### config.mk
export PLATFORM = sky130hd
export DESIGN_NAME = dispatch_iq_skid_flat
export DESIGN_NICKNAME = d
export VERILOG_FILES = /design/src/rtl/dispatch_iq_skid_if.sv /design/src/rtl/dispatch_iq_skid.sv /design/src/flat_wrapper.sv
export SDC_FILE = /design/constraint.sdc
export NUM_CORES = 1
export LEC_CHECK = 0
export BUFFER_PORTS_ARGS = -buffer_cell sky130_fd_sc_hd__buf_4
export CAP_MARGIN = 15
export CELL_PAD_IN_SITES_DETAIL_PLACEMENT = 0
export CELL_PAD_IN_SITES_GLOBAL_PLACEMENT = 1
export CORE_AREA = 10 10 303 305
export CTS_CLUSTER_DIAMETER = 150
export CTS_CLUSTER_SIZE = 10
export DETAILED_ROUTE_END_ITERATION = 10
export DIE_AREA = 0 0 313 315
export GPL_TIMING_DRIVEN = 0
export PLACE_DENSITY = 0.83
export SYNTH_ARGS = -nofsm -noshare
export SYNTH_HDL_FRONTEND = slang
export SYNTH_SLANG_ARGS = --single-unit
### constraint.sdc
create_clock -name clk -period 2.4 [get_ports clk]
set_clock_uncertainty 0.15 [all_clocks]
set_input_delay 0.36 -clock clk [delete_from_list [all_inputs] [get_ports clk]]
set_output_delay 0.36 -clock clk [all_outputs]
set_load 0.05 [all_outputs]
### src/rtl/dispatch_iq_skid_if.sv
// Dispatch-to-issue-queue bundle bus.
// Carries the dispatch-side bundle handshake, the per-queue ready vector,
// the queue write lanes, and the stage occupancy.
// master = dispatch/queue environment, slave = the skid stage.
interface dispatch_iq_skid_if #(
  parameter int NUM_CH = 3,
  parameter int LANES  = 2,
  parameter int DATA_W = 64,
  parameter int DEPTH  = 2
);
  localparam int WL    = NUM_CH * LANES;
  localparam int BW    = WL * DATA_W;
  localparam int OCC_W = $clog2(DEPTH + 1);

  logic              in_valid;
  logic              in_ready;
  logic [WL-1:0]     in_wen;
  logic [BW-1:0]     in_data;
  logic [NUM_CH-1:0] ch_ready;
  logic [WL-1:0]     out_wen;
  logic [BW-1:0]     out_data;
  logic [OCC_W-1:0]  occupancy;

  modport master (
    output in_valid, in_wen, in_data, ch_ready,
    input  in_ready, out_wen, out_data, occupancy
  );

  modport slave (
    input  in_valid, in_wen, in_data, ch_ready,
    output in_ready, out_wen, out_data, occupancy
  );
endinterface

### src/rtl/dispatch_iq_skid.sv
// Dispatch -> reservation-station skid stage.
// Holds up to DEPTH dispatch bundles (NUM_CH x LANES write lanes each) and
// releases the oldest one atomically when the queues it targets are ready.
// All-zero bundles are swallowed at the input so they never cost a cycle
// at the output. in_ready depends only on the occupancy register, so the
// dispatch side never sees same-cycle queue backpressure.
module dispatch_iq_skid #(
  parameter int NUM_CH    = 3,
  parameter int LANES     = 2,
  parameter int DATA_W    = 64,
  parameter int DEPTH     = 2,
  parameter bit ALL_READY = 1'b1
) (
  input  logic               clk,
  input  logic               rst_n,
  input  logic               flush,
  dispatch_iq_skid_if.slave  bus
);
  localparam int WL    = NUM_CH * LANES;
  localparam int BW    = WL * DATA_W;
  localparam int PTR_W = $clog2(DEPTH);
  localparam int OCC_W = $clog2(DEPTH + 1);
  localparam logic [OCC_W-1:0] OCC_FULL = OCC_W'(DEPTH);
  localparam logic [OCC_W-1:0] OCC_ONE  = OCC_W'(1);
  localparam logic [PTR_W-1:0] PTR_ONE  = PTR_W'(1);

  // Bundle storage: one write-enable vector and one payload per entry.
  logic [WL-1:0] wen_mem  [DEPTH];
  logic [BW-1:0] data_mem [DEPTH];

  logic [PTR_W-1:0] wr_ptr_reg;
  logic [PTR_W-1:0] rd_ptr_reg;
  logic [OCC_W-1:0] occ_reg;
  logic [OCC_W-1:0] occ_next;

  logic              not_empty;
  logic              space;
  logic              push;
  logic              pop;
  logic              go;
  logic              cond;
  logic              any_wen;
  logic [NUM_CH-1:0] ch_ok;
  logic [WL-1:0]     head_wen;
  logic [BW-1:0]     head_data;

  // ---------------------------------------------------------------------
  // Status and handshake
  // ---------------------------------------------------------------------
  assign not_empty = (occ_reg != '0);
  assign space     = (occ_reg < OCC_FULL);
  assign any_wen   = |bus.in_wen;

  // Empty bundles are consumed but never stored.
  assign push = bus.in_valid && space && !flush && any_wen;

  assign head_wen  = wen_mem[rd_ptr_reg];
  assign head_data = data_mem[rd_ptr_reg];

  // Per-channel readiness: a channel not written by the head bundle
  // never blocks it.
  generate
    for (genvar gi = 0; gi < NUM_CH; gi++) begin : g_ch_ok
      assign ch_ok[gi] = !(|head_wen[gi*LANES +: LANES]) || bus.ch_ready[gi];
    end
  endgenerate

  assign cond = ALL_READY ? (&bus.ch_ready) : (&ch_ok);
  assign go   = not_empty && !flush && cond;
  assign pop  = go;

  // ---------------------------------------------------------------------
  // Output lanes: write enables gated by issue, payload gated by occupancy
  // so an empty stage drives a clean zero bus.
  // ---------------------------------------------------------------------
  generate
    for (genvar gi = 0; gi < WL; gi++) begin : g_lane
      assign bus.out_wen[gi] = head_wen[gi] & go;
      assign bus.out_data[gi*DATA_W +: DATA_W] =
        not_empty ? head_data[gi*DATA_W +: DATA_W] : '0;
    end
  endgenerate

  assign bus.in_ready  = space;
  assign bus.occupancy = occ_reg;

  // Occupancy next state: +push -pop, simultaneous push/pop is a no-op.
  always_comb begin
    occ_next = occ_reg;
    case ({push, pop})
      2'b10:   occ_next = occ_reg + OCC_ONE;
      2'b01:   occ_next = occ_reg - OCC_ONE;
      default: occ_next = occ_reg;
    endcase
  end

  // Pointer and occupancy registers; flush empties the stage in one edge.
  always_ff @(posedge clk or negedge rst_n) begin
    if (!rst_n) begin
      wr_ptr_reg <= '0;
      rd_ptr_reg <= '0;
      occ_reg    <= '0;
    end else if (flush) begin
      wr_ptr_reg <= '0;
      rd_ptr_reg <= '0;
      occ_reg    <= '0;
    end else begin
      if (push) begin
        wr_ptr_reg <= wr_ptr_reg + PTR_ONE;
      end
      if (pop) begin
        rd_ptr_reg <= rd_ptr_reg + PTR_ONE;
      end
      occ_reg <= occ_next;
    end
  end

  // One storage slot per entry, written when the tail points at it.
  generate
    for (genvar gi = 0; gi < DEPTH; gi++) begin : g_entry
      // Entry gi captures the incoming bundle on a push to its slot.
      always_ff @(posedge clk or negedge rst_n) begin
        if (!rst_n) begin
          wen_mem[gi]  <= '0;
          data_mem[gi] <= '0;
        end else if (push && (wr_ptr_reg == PTR_W'(gi))) begin
          wen_mem[gi]  <= bus.in_wen;
          data_mem[gi] <= bus.in_data;
        end
      end
    end
  endgenerate
endmodule

### src/flat_wrapper.sv
// flat-port wrapper written by rule: the top's interface ports become plain ports
module dispatch_iq_skid_flat 
#(
  parameter int NUM_CH    = 3,
  parameter int LANES     = 2,
  parameter int DATA_W    = 64,
  parameter int DEPTH     = 2,
  parameter bit ALL_READY = 1'b1
)
  (clk, rst_n, flush, bus_in_valid, bus_in_wen, bus_in_data, bus_ch_ready, bus_in_ready, bus_out_wen, bus_out_data, bus_occupancy);
  dispatch_iq_skid_if #(.NUM_CH(NUM_CH), .LANES(LANES), .DATA_W(DATA_W), .DEPTH(DEPTH)) bus_i ();
  input  logic clk;
  input  logic rst_n;
  input  logic flush;
  input wire logic [$bits(bus_i.in_valid)-1:0] bus_in_valid;
  input wire logic [$bits(bus_i.in_wen)-1:0] bus_in_wen;
  input wire logic [$bits(bus_i.in_data)-1:0] bus_in_data;
  input wire logic [$bits(bus_i.ch_ready)-1:0] bus_ch_ready;
  output wire logic [$bits(bus_i.in_ready)-1:0] bus_in_ready;
  output wire logic [$bits(bus_i.out_wen)-1:0] bus_out_wen;
  output wire logic [$bits(bus_i.out_data)-1:0] bus_out_data;
  output wire logic [$bits(bus_i.occupancy)-1:0] bus_occupancy;
  assign bus_i.in_valid = bus_in_valid;
  assign bus_i.in_wen = bus_in_wen;
  assign bus_i.in_data = bus_in_data;
  assign bus_i.ch_ready = bus_ch_ready;
  assign bus_in_ready = bus_i.in_ready;
  assign bus_out_wen = bus_i.out_wen;
  assign bus_out_data = bus_i.out_data;
  assign bus_occupancy = bus_i.occupancy;
  dispatch_iq_skid #(.NUM_CH(NUM_CH), .LANES(LANES), .DATA_W(DATA_W), .DEPTH(DEPTH), .ALL_READY(ALL_READY)) u_core (.clk(clk), .rst_n(rst_n), .flush(flush), .bus(bus_i));
endmodule
==> run metrics <==
status=complete, but fails checks; violated checks=setup timing; post-synthesis cell area=35200 sq um; crit end category=output port; Longest Clk Path Bufs=3; Slew HR=55.3%; Final #Nets=4247; Hold Crit Start=bus_ch_ready[1]; Leak=22.7 nW; Switching Power=17.1 mW; FFs w/ async S/R, synth=100%; max-slew violation count=0; register area share after synthesis=55.8%; CTS Sinks=784; initial antenna violation count=14; TritonRoute pass-1 iters=4; Worst EP required=1.89 ns; share of cells above drive strength 1=55.4%; Worst-path clk slew=0.05 ns; number of flip-flops in the largest register=768; drt total wl=118000 um; final hold slack=0.0739 ns; count of input and output buffers=789; Setup Total Neg Slack=-104.29 ns; Critical R2R Launch=u_core.bus.occupancy[1]; Top-Level Pins=790; number of global-route vias before repair=28000; Post-synth EDFFs=0; CP Launch Point=u_core.bus.occupancy[0]; Starting Density=40.9%; clock buffer count from CTS=88; die width=313 um; clock network fraction of total power=23.5%; RD Place Congestion=0.828; DPL Wire Length=83900 um; post-route minimum period=2.67 ns; H-Tree Depth=3; critical path data arrival time=2.16 ns; CTS tree=yes; Avg Inst Size Synth=13.8 sq um; RSZ-0062 raised after global routing=true; total grt overflow=0; top-area cell type share of the netlist area=55.8%; Pwr Density=946 nW/um^2; Die ar.=98600 sq um; global-route wire length before repair=173000 um; Fmax achieved=375 MHz; FF-to-FF path depth=5; number of max-cap violations=0; Synth area leader=dfrtp_1; CTS Root Cell=clkbuf_16; synthesized flop and latch total=784; Core Area=85900 sq um; power share of the combinational group=35.8%; critical path launch point type=flip-flop; Min-Delay Path Class=input port to flip-flop; Biggest register=u_core.data_mem; Initial DRC Count=1041; final instance area=52600 sq um; Power Total=49.8 mW; Sw Ratio=34.4%; Syn-to-layout area delta=49.7%; largest net degree at the start of global routing=120; height of the die=315 um; Commonest cells post-synth=dfrtp_1, mux2_2, nor2_1, mux2i_1, mux2_4; routed vias=25300; Routed Antenna Nets=0; Tcrit/Tclk final=111%; Syn Inst Count=2541; Synth cell types=27; WHS Path Cells=3; Syn Nets=2938; drt via density=5.05; Flop pwr share=40.7%; residual DRC count=0; Core Rows=108; Clock Latency Late Sink=0.61 ns; Post-synth top flop=dfrtp_1; GRT Util Overall=22.7%; WS Path Type=flip-flop to output port; cell with the most instances after synthesis=dfrtp_1; final core utilization=61.2%; design internal power=32.6 mW; Setup Viol. Count Final=988; Worst Tran Pin Value=0.670 ns; Worst VDD drop=0.761 mV; DP Area=43500 sq um; Hold Vio Cnt, Final=0; Synth area leaders=dfrtp_1, mux2_2, mux2i_1; worst setup margin=-0.267 ns; mean routed wirelength per cell=23.4 um; synth warn=0; worst-path fanout max=7
==> worst paths after layout <==
check	slack, ns	endpoint
worst max-delay path	-0.27	bus_out_data[20]
worst min-delay path	0.07	u_core.bus.occupancy[0]
worst max register to register	-0.11	u_core.data_mem[553]
worst min register to register	0.33	u_core.data_mem[614]
max in group asynchronous	0.11	u_core.bus.occupancy[0]
min in group asynchronous	0.33	u_core.data_mem[101]
==> per-stage QoR <==
step | instances | setup WS, ns
global placement | 4485 | -9.17
detailed placement | 4496 | -1.43
floorplan | 2541 | -0.148
global route | 5017 | -0.345
finish | 5020 | -0.267
CTS | 4991 | -0.338
==> cell usage in the layout, fill, tap and decap left out, drive strengths merged <==
cell type	instances
buf	965
dfrtp	784
mux2	780
nor2	393
dlygate4sd3	392
mux2i	390
clkbuf	125
diode	11
inv	5
o21ai	3
nand2	2
a21oi	2
a211oi	2
clkinv	2
and4b	1
nor4	1
nor3b	1
and3b	1
nand4b	1
a21o	1
a311oi	1
nand3b	1
xnor2	1
==> per-layer routing <==
layer	vias up	wire (um)	global-route usage [%]
met3	194	7810	6.34
met1	12900	46500	26.6
met2	733	59000	39.3
li1	11500	-	-
met4	8	4160	8.67
met5	-	46	0
==> cell type report <==
| cell class | instances | area (sq um) |
|---|---|---|
| diodes | 11 | 27.5 |
| plain buffers | 172 | 1860 |
| clock buffers | 89 | 2210 |
| clock inverters | 5 | 98.8 |
| fillers | 6677 | 33300 |
| inverters | 2 | 7.51 |
| multi-input cells | 1581 | 16200 |
| flip-flops and latches | 784 | 19600 |
| well taps | 1155 | 1450 |
| repair buffers | 1221 | 11200 |
==> logic make-up after synthesis <==
logic type	synth area share [%]
mux	37.2
xor+xnor	0.0249
buf+inv	2.46
flops	55.8
simple gates	4.39
compound gates	0.174
==> repair_timing <==
item	4_1_cts	5_1_grt
endpoints found under the hold margin	1018	0
pin swaps	7	22
resized for setup	323	388
setup buffers	5	11
hold buffers	395	0
endpoints found under the setup margin	1171	1283
gates cloned	3	8
==> power by group through the flow <==
stage	clock network (mW)	registers [mW]	logic (mW)
4_1_cts	12.0	20.0	17.0
3_5_place_dp	0	20.1	15.8
5_1_grt	12.5	20.8	18.8
6_report	11.7	20.3	17.8
3_3_place_gp	0	19.9	15.5
2_1_floorplan	0	19.5	11.4
==> worst max-delay path, stage by stage (launching register included) <==
cell       delay (ns)
dfrtp_2          0.43
nor2_4           0.06
buf_12           0.13
buf_12           0.14
clkbuf_16        0.19
clkbuf_16        0.20
nor2_4           0.18
buf_8            0.18
No activity file was read; power rests on OpenSTA's default activity.
